--- src/rtl/uart_alu_interface_pkg.sv ---
// Shared definitions for the UART command-assembly stage and the ALU it drives:
// opcode encodings, FSM state encoding and default widths.
package uart_alu_interface_pkg;

  localparam int DBIT_DEF  = 8;
  localparam int NB_OP_DEF = 6;

  localparam logic [5:0] OP_ADD = 6'b100000;
  localparam logic [5:0] OP_SUB = 6'b100010;
  localparam logic [5:0] OP_AND = 6'b100100;
  localparam logic [5:0] OP_OR  = 6'b100101;
  localparam logic [5:0] OP_XOR = 6'b100110;
  localparam logic [5:0] OP_NOR = 6'b100111;
  localparam logic [5:0] OP_SRA = 6'b000011;
  localparam logic [5:0] OP_SRL = 6'b000010;

  typedef enum logic [2:0] {
    ST_WAIT_A,
    ST_WAIT_B,
    ST_WAIT_OP,
    ST_EXEC,
    ST_SEND,
    ST_WAIT_TX
  } state_t;

  function automatic logic op_known(input logic [5:0] op);
    case (op)
      OP_ADD, OP_SUB, OP_AND, OP_OR, OP_XOR, OP_NOR, OP_SRA, OP_SRL: return 1'b1;
      default: return 1'b0;
    endcase
  endfunction

endpackage

--- src/rtl/uart_alu_interface_timeout.sv ---
// Inter-byte timeout: counts s_tick while a frame is partially assembled and
// strobes expire_o on the tick that reaches TO_TICKS.
module uart_frame_timeout #(
  parameter int TO_TICKS = 16384,
  parameter int TO_W     = 15
) (
  input  logic clk,
  input  logic reset,
  input  logic clear_i,
  input  logic enable_i,
  input  logic tick_i,
  output logic expire_o
);

  localparam logic [TO_W-1:0] TERM = TO_W'(TO_TICKS - 1);

  logic [TO_W-1:0] cnt_q, cnt_d;

  assign expire_o = enable_i && tick_i && (cnt_q == TERM);

  // Outside the timed states the counter is held at zero, which gives the
  // clear-on-entry behaviour without needing next-state knowledge.
  always_comb begin
    cnt_d = cnt_q;
    if (clear_i || !enable_i || expire_o) begin
      cnt_d = '0;
    end else if (tick_i && (cnt_q != TERM)) begin
      cnt_d = cnt_q + 1'b1;
    end
  end

  always_ff @(posedge clk or negedge reset) begin
    if (!reset) begin
      cnt_q <= '0;
    end else begin
      cnt_q <= cnt_d;
    end
  end

endmodule

--- src/rtl/uart_alu_interface.sv ---
// Assembles A/B/opcode frames from the UART receiver, drives the external ALU
// and hands the latched result to the transmitter with a start/done handshake.
module uart_alu_interface
  import uart_alu_interface_pkg::*;
#(
  parameter int DBIT     = DBIT_DEF,
  parameter int NB_OP    = NB_OP_DEF,
  parameter int TO_TICKS = 16384,
  parameter int TO_W     = 15
) (
  input  logic             clk,
  input  logic             reset,
  input  logic             s_tick,
  input  logic             rx_done_tick,
  input  logic [DBIT-1:0]  rx_data,
  input  logic [DBIT-1:0]  alu_result,
  input  logic             tx_done_tick,
  output logic [DBIT-1:0]  alu_a,
  output logic [DBIT-1:0]  alu_b,
  output logic [NB_OP-1:0] alu_op,
  output logic             tx_start,
  output logic [DBIT-1:0]  tx_data,
  output logic             err_tick,
  output logic             busy
);

  state_t           state_q;
  logic [DBIT-1:0]  a_q, b_q, txd_q;
  logic [NB_OP-1:0] op_q;
  logic             start_q, err_q, busy_q;

  logic timed, expire, op_valid;

  assign timed    = (state_q == ST_WAIT_B) || (state_q == ST_WAIT_OP);
  assign op_valid = ((rx_data >> NB_OP) == '0) && op_known(6'(rx_data[NB_OP-1:0]));

  uart_frame_timeout #(
    .TO_TICKS (TO_TICKS),
    .TO_W     (TO_W)
  ) u_timeout (
    .clk      (clk),
    .reset    (reset),
    .clear_i  (rx_done_tick),
    .enable_i (timed),
    .tick_i   (s_tick),
    .expire_o (expire)
  );

  // A received byte always takes priority over a coincident timeout expiry.
  always_ff @(posedge clk or negedge reset) begin
    if (!reset) begin
      state_q <= ST_WAIT_A;
      a_q     <= '0;
      b_q     <= '0;
      op_q    <= '0;
      txd_q   <= '0;
      start_q <= 1'b0;
      err_q   <= 1'b0;
      busy_q  <= 1'b0;
    end else begin
      start_q <= 1'b0;
      err_q   <= 1'b0;
      case (state_q)
        ST_WAIT_A: begin
          if (rx_done_tick) begin
            a_q     <= rx_data;
            state_q <= ST_WAIT_B;
          end
        end
        ST_WAIT_B: begin
          if (rx_done_tick) begin
            b_q     <= rx_data;
            state_q <= ST_WAIT_OP;
          end else if (expire) begin
            err_q   <= 1'b1;
            state_q <= ST_WAIT_A;
          end
        end
        ST_WAIT_OP: begin
          if (rx_done_tick) begin
            if (op_valid) begin
              op_q    <= rx_data[NB_OP-1:0];
              busy_q  <= 1'b1;
              state_q <= ST_EXEC;
            end else begin
              err_q   <= 1'b1;
              state_q <= ST_WAIT_A;
            end
          end else if (expire) begin
            err_q   <= 1'b1;
            state_q <= ST_WAIT_A;
          end
        end
        ST_EXEC: begin
          txd_q   <= alu_result;
          state_q <= ST_SEND;
        end
        ST_SEND: begin
          start_q <= 1'b1;
          state_q <= ST_WAIT_TX;
        end
        ST_WAIT_TX: begin
          if (tx_done_tick) begin
            busy_q  <= 1'b0;
            state_q <= ST_WAIT_A;
          end
        end
        default: begin
          busy_q  <= 1'b0;
          state_q <= ST_WAIT_A;
        end
      endcase
    end
  end

  assign alu_a    = a_q;
  assign alu_b    = b_q;
  assign alu_op   = op_q;
  assign tx_data  = txd_q;
  assign tx_start = start_q;
  assign err_tick = err_q;
  assign busy     = busy_q;

endmodule

--- config.mk ---
export PLATFORM = sky130hd
export DESIGN_NAME = uart_alu_interface
export DESIGN_NICKNAME = d
export VERILOG_FILES = /design/src/rtl/uart_alu_interface_pkg.sv /design/src/rtl/uart_alu_interface_timeout.sv /design/src/rtl/uart_alu_interface.sv
export SDC_FILE = /design/constraint.sdc
export NUM_CORES = 1
export LEC_CHECK = 0
export BUFFER_PORTS_ARGS = -buffer_cell sky130_fd_sc_hd__buf_2
export CAP_MARGIN = 20
export CORE_MARGIN = 8
export CORE_UTILIZATION = 45
export DETAILED_ROUTE_END_ITERATION = 8
export GPL_ROUTABILITY_DRIVEN = 0
export GPL_TIMING_DRIVEN = 1
export HOLD_SLACK_MARGIN = 0.08
export PLACE_DENSITY_LB_ADDON = 0.12
export SYNTH_ARGS = -nofsm -noshare
export SYNTH_HDL_FRONTEND = slang
export SYNTH_SLANG_ARGS = --single-unit
export TNS_END_PERCENT = 50
--- constraint.sdc ---
create_clock -name clk -period 2.2 [get_ports clk]
set_clock_uncertainty 0.2 [all_clocks]
set_input_delay 0.44 -clock clk [delete_from_list [all_inputs] [get_ports clk]]
set_output_delay 0.44 -clock clk [all_outputs]
set_load 0.05 [all_outputs]
Yosys cells after proc, flatten, opt, wreduce, memory -nomap -nowiden. Cells that the tools add are included.

Logic and storage cells: 68. Output and inout bits: 33. Input port bits: 21. Bits in registers: 51.

Reductions and logical operators: 18. Equality and inequality tests: 19. Add/subtract/negate cells: 1. Mux-type cells: 20. Bitwise gates (word level): 1.

Operators with widths (count): equality test 6 bit (second input constant) (6); 2-to-1 mux 15 bit (2); one-hot mux 3 bit (6 select lines) (1); adder 15 x 1 -> 15 bit (second input constant) (1); equality test 15 x 14 -> 1 bit (second input constant) (1); 2-to-1 mux 3 bit (5); != test 15 x 14 -> 1 bit (second input constant) (1); equality test 6 x 2 -> 1 bit (second input constant) (2); 2-to-1 mux 1 bit (9); logical NOT 8 bit (1); != test 2 bit (second input constant) (4); OR reduction 8 bit (1); equality test 3 x 2 -> 1 bit (second input constant) (2); equality test 3 bit (second input constant) (2); AND reduction 2 bit (3); logical AND 1 bit (4); AND reduction 4 bit (1); OR reduction 4 bit (1); equality test 3 x 1 -> 1 bit (second input constant) (1); logical NOT 3 bit (1); logical OR 1 bit (3); one-hot mux 1 bit (3 select lines) (1); AND reduction 3 bit (1); 2-to-1 mux 2 bit (1); 4 further kinds (4).

Logic depth before layout (Yosys ltp).
Depth in word-level cells: 7. Depth in mapped cells: 6. Gate-level depth less buffers: 5.

By module. Synthesis repeated with hierarchy kept, for this count alone.

Cells, all modules: 187. Area total of the unflattened synthesis: 2339.7 µm².

Modules (own cells, without submodules): uart_alu_interface (sequential area each 900.9 µm², times used 1, cells an instance 101, area an instance 1503.9 µm²); uart_frame_timeout (sequential area each 375.4 µm², times used 1, cells an instance 86, area an instance 835.8 µm²).

Least setup slack after synthesis. Ideal clock, no wire load.

Kind: input port to flip-flop. From: input port rx_data[7]. To: register op_q[0] (netlist: alu_op[0]). Path buffers: 1. Library setup time: 0.125 ns. Cell stages on the path: 5. Arrival time: 1.755 ns. Path slack: 0.120 ns. Cells stage by stage: nor4_2 > o211ai_1 > or4b_1 > buf_6 > mux2_4.

Cells in the longest elaborated chain, start to end: 3.

RTL lines: start: declaration (RTL line uart_alu_interface.sv:15) `input logic [DBIT-1:0] rx_data,`; logical NOT 8 bit (RTL line uart_alu_interface.sv:35) `assign op_valid = ((rx_data >> NB_OP) == '0) && op_known(6'(rx_data[NB_OP-1:0]));`; logical AND 1 bit (RTL line uart_alu_interface.sv:35); AND reduction 3 bit (no line); end signal: assignment (RTL line uart_alu_interface.sv:82) `op_q <= rx_data[NB_OP-1:0];`; end: declaration (RTL line uart_alu_interface.sv:29) `logic [NB_OP-1:0] op_q;`.

Every way passes these cells. A chain may end at the register's enable or synchronous reset.

Worst setup path in the final report.
From: register u_timeout.cnt_q[0]. To: register err_q (netlist: err_tick).

Cells in the longest elaborated chain, start to end: 5.

RTL lines: start: declaration (RTL line uart_alu_interface_timeout.sv:17) `logic [TO_W-1:0] cnt_q, cnt_d;`; start signal: assignment (RTL line uart_alu_interface_timeout.sv:36) `cnt_q <= cnt_d;`; equality test 15 x 14 -> 1 bit * (RTL line uart_alu_interface_timeout.sv:19) `assign expire_o = enable_i && tick_i && (cnt_q == TERM);`; logical AND 1 bit * (RTL line uart_alu_interface_timeout.sv:19); 2-to-1 mux 1 bit * (RTL line uart_alu_interface.sv:74, uart_alu_interface.sv:89); 2-to-1 mux 1 bit (on tied branches) (RTL line uart_alu_interface.sv:80, uart_alu_interface.sv:71); one-hot mux 1 bit (2 select lines) * (RTL line uart_alu_interface.sv:63) `case (state_q)`; end signal: assignment (RTL line uart_alu_interface.sv:62) `err_q <= 1'b0;`; end signal: assignment (RTL line uart_alu_interface.sv:75) `err_q <= 1'b1;`; end signal: assignment (RTL line uart_alu_interface.sv:90) `err_q <= 1'b1;`; end: declaration (RTL line uart_alu_interface.sv:30) `logic start_q, err_q, busy_q;`.

Mark *: on every way between the ends. The rest lies on a longest branch, timed or not.

==> impl_metrics.py <==
metrics = {
    "run_status": {
        "status": "complete, no violations",
    },
    "cts": {
        "ctsHoldBuffers": 1,
        "cts_setup_buffers": 0,
        "clock-root-buffer": "clkbuf_8",
        "path_clk_slew_ps": 90,
        "cts_resized": 0,
        "clock_sinks": 51,
        "clock_latency_ps": 300,
        "cts_buffers": 5,
        "cts_buffer_depth": 2,
        "cts_tree": "done",
        "htree_levels": 2,
    },
    "global_route": {
        "grt_overflow": 0,
        "grt_util_all_layers_pct": 13.2,
        "grt_pass1_vias": 1626,
        "grt_pass1_wl_um": 7890,
        "antenna_found_initial": 0,
        "grt_max_degree": 22,
    },
    "synthesis": {
        "postSynth.asyncResetShare_pct": 100,
        "synth_area_leaders": "dfrtp_1, mux2_2, mux2_4, a21oi_1, o31ai_1",
        "synthCells": 183,
        "synthFlopType": "dfrtp_1",
        "ys_ff_latch": 51,
        "syn_area_per_cell_um2": 12.3,
        "synth.top_cell.area_share_pct": 56.5,
        "synth_area_mm2": 0.00226,
        "yosysSeqAreaShare_pct": 56.5,
        "syn_nets": 205,
        "synthDistinctLibCells": 42,
        "yosysTopAreaCell": "dfrtp_1",
        "yosys_warnings": 0,
        "synth_edf_count": 0,
    },
    "place": {
        "place_hpwl_um": 3590,
        "place_inst": 310,
        "io_buffers": 53,
    },
    "timing": {
        "post-route-period-util_pct": 93.3,
        "rsz0062_at_grt": "false",
        "slew_headroom_pct": 69.7,
        "final.setup.tns_ps": 0,
        "setup_violations": 0,
        "fmax_mhz": 487,
        "tightest_slew_ps": 455,
        "holdWs_ps": 165,
        "finalHoldViolations": 0,
        "maxSlewViolCount": 0,
        "fin_crit_ps": 2050,
    },
    "layout": {
        "drive_above_1_share_pct": 43.7,
        "final_nets": 273,
        "num-fill-cells": 425,
        "multi_input_area_um2": 927,
        "instances_no_fill": 319,
        "antennaDiodeCount": 0,
        "register_area_mm2": 0.00128,
        "final_cell_mix": "buf_2, dfrtp_1, mux2_2, buf_4, a21oi_1",
        "final_common_cell": "buf_2",
        "post-route-util_pct": 58.5,
        "syn2layout_area_growth_pct": 24.0,
    },
    "setup_path": {
        "startpoint_type": "register",
        "regToRegEndpoint": "err_tick",
        "cp.required_ps": 2230,
        "crit_type": "reg2reg",
        "regToRegSetupSlack_ps": 150,
        "worstPathMaxFanout": 5,
        "cp-end-kind": "register",
        "reg2reg_from": "u_timeout.cnt_q[0]",
        "crit_arrival_ps": 2080,
        "reg2reg_depth": 5,
        "crit_chain": "ha_1 -> nand3b_1 -> or4b_4 -> or3_1 -> a21oi_1",
        "worst_path_largest_cell_delay_ps": 560,
        "crit_path_top_delay_cell": "or4b_4",
    },
    "run": {
        "max_cap_viol_count": 0,
    },
    "route": {
        "drtAntennaViolNets": 0,
        "wl_um": 4790,
        "drt_iter0_drc": 62,
        "drc": 0,
        "first_pass_iters": 4,
        "vias_per_cell": 5.11,
        "post_drt_wl_per_cell_um": 15.0,
        "vias": 1629,
    },
    "min_path": {
        "hp-start": "alu_result[2]",
        "hold_path_depth": 2,
        "hold_path.class": "in2reg",
        "hold_end": "tx_data[2]",
    },
    "floorplanning": {
        "die_x_um": 86.9,
        "die_h_um": 86.9,
        "io_pins": 54,
        "core_region_area_mm2": 0.00479,
        "floorplan.initialDensity_pct": 47.2,
        "dieArea_mm2": 0.00754,
        "rows": 25,
    },
    "pwr": {
        "p_leak_nw": 1.28,
        "p_total_mw": 3.90,
        "max-vdd-ir-drop_mv": 0.794,
        "powerDensity_mw_per_mm2": 1390,
    },
}
[where the power goes]
group          internal (mW)  switching, mW
Combinational          0.613           1.36
Sequential              1.22          0.153
Clock                  0.258          0.299
[cells by family (layout without fill, tap and decap cells)]
group / after synthesis / count (layout) / synth area share [%]
xor gates and xnor gates: 6 / 6 / 2.66
AOI/OAI and AO/OA: 29 / 29 / 7.86
DFF: 51 / 51 / 56.5
muxes: 28 / 28 / 14.6
buffers and inverters: 13 / 82 / 2.77
adders and majority gates: 1 / 1 / 0.554
and+or+nand+nor: 55 / 55 / 15.1
[sequential cells by signal (all words and copies together) (netlist names)]
name	flops
alu_a	8
alu_b	8
alu_op	6
busy	1
err_tick	1
state_q	3
tx_data	8
tx_start	1
u_timeout.cnt_q	15
[layout make-up]
type                            count  share of cell area (%)
Clock buffer                        7                    3.08
Clock inverter                      1                   0.313
Inverter                            5                   0.670
Multi-Input combinational cell    119                    33.1
Sequential cell                    51                    45.6
Tap cell                           67                    2.99
Timing Repair Buffer               69                    14.3
[critical path: cells and delay by family (launching register included)]
kind	cells	cell delay, ps
and+or+nand+nor	3	980
AOI/OAI and AO/OA	1	140
adders and majority gates	1	240
DFF	1	420
[cell usage after synthesis (5+ instances only)]
cell type  instances
a21oi_1           10
buf_2              5
dfrtp_1           51
inv_1              5
mux2_2            24
nand2_1            6
nand3_1            7
nor2_1             8
o21ai_0            7
o31ai_1            5
or3_1              5
or4_1              5
[worst max-delay path by stage]
stage | slack, ps | depth (start not counted) | from | to
3_5_place_dp | -140 | 6 | rx_data[7] | alu_op[2]
6_report | 150 | 5 | u_timeout.cnt_q[0] | err_tick
4_1_cts | 140 | 5 | u_timeout.cnt_q[0] | err_tick
5_1_grt | 50 | 5 | u_timeout.cnt_q[0] | err_tick
2_1_floorplan | 120 | 5 | rx_data[7] | alu_op[0]
3_3_place_gp | -110 | 6 | rx_data[7] | alu_op[2]
[stage by stage]
stage,setup WS (ps),instance area (um^2)
6_report,148,2800
5_1_grt,45.2,2800
4_1_cts,142,2800
3_5_place_dp,-145,2700
3_3_place_gp,-108,2700
2_1_floorplan,120,2260
[per-layer routing]
layer  part of all wire (%)  global-route usage [%]  vias up
met5                      0                       0        -
met4                   0.65                    4.38        0
met3                    4.1                    4.25        4
met2                     49                    21.0       28
met1                     46                    16.5      798
li1                       -                       -      799
(Power assumes the default switching activity.)
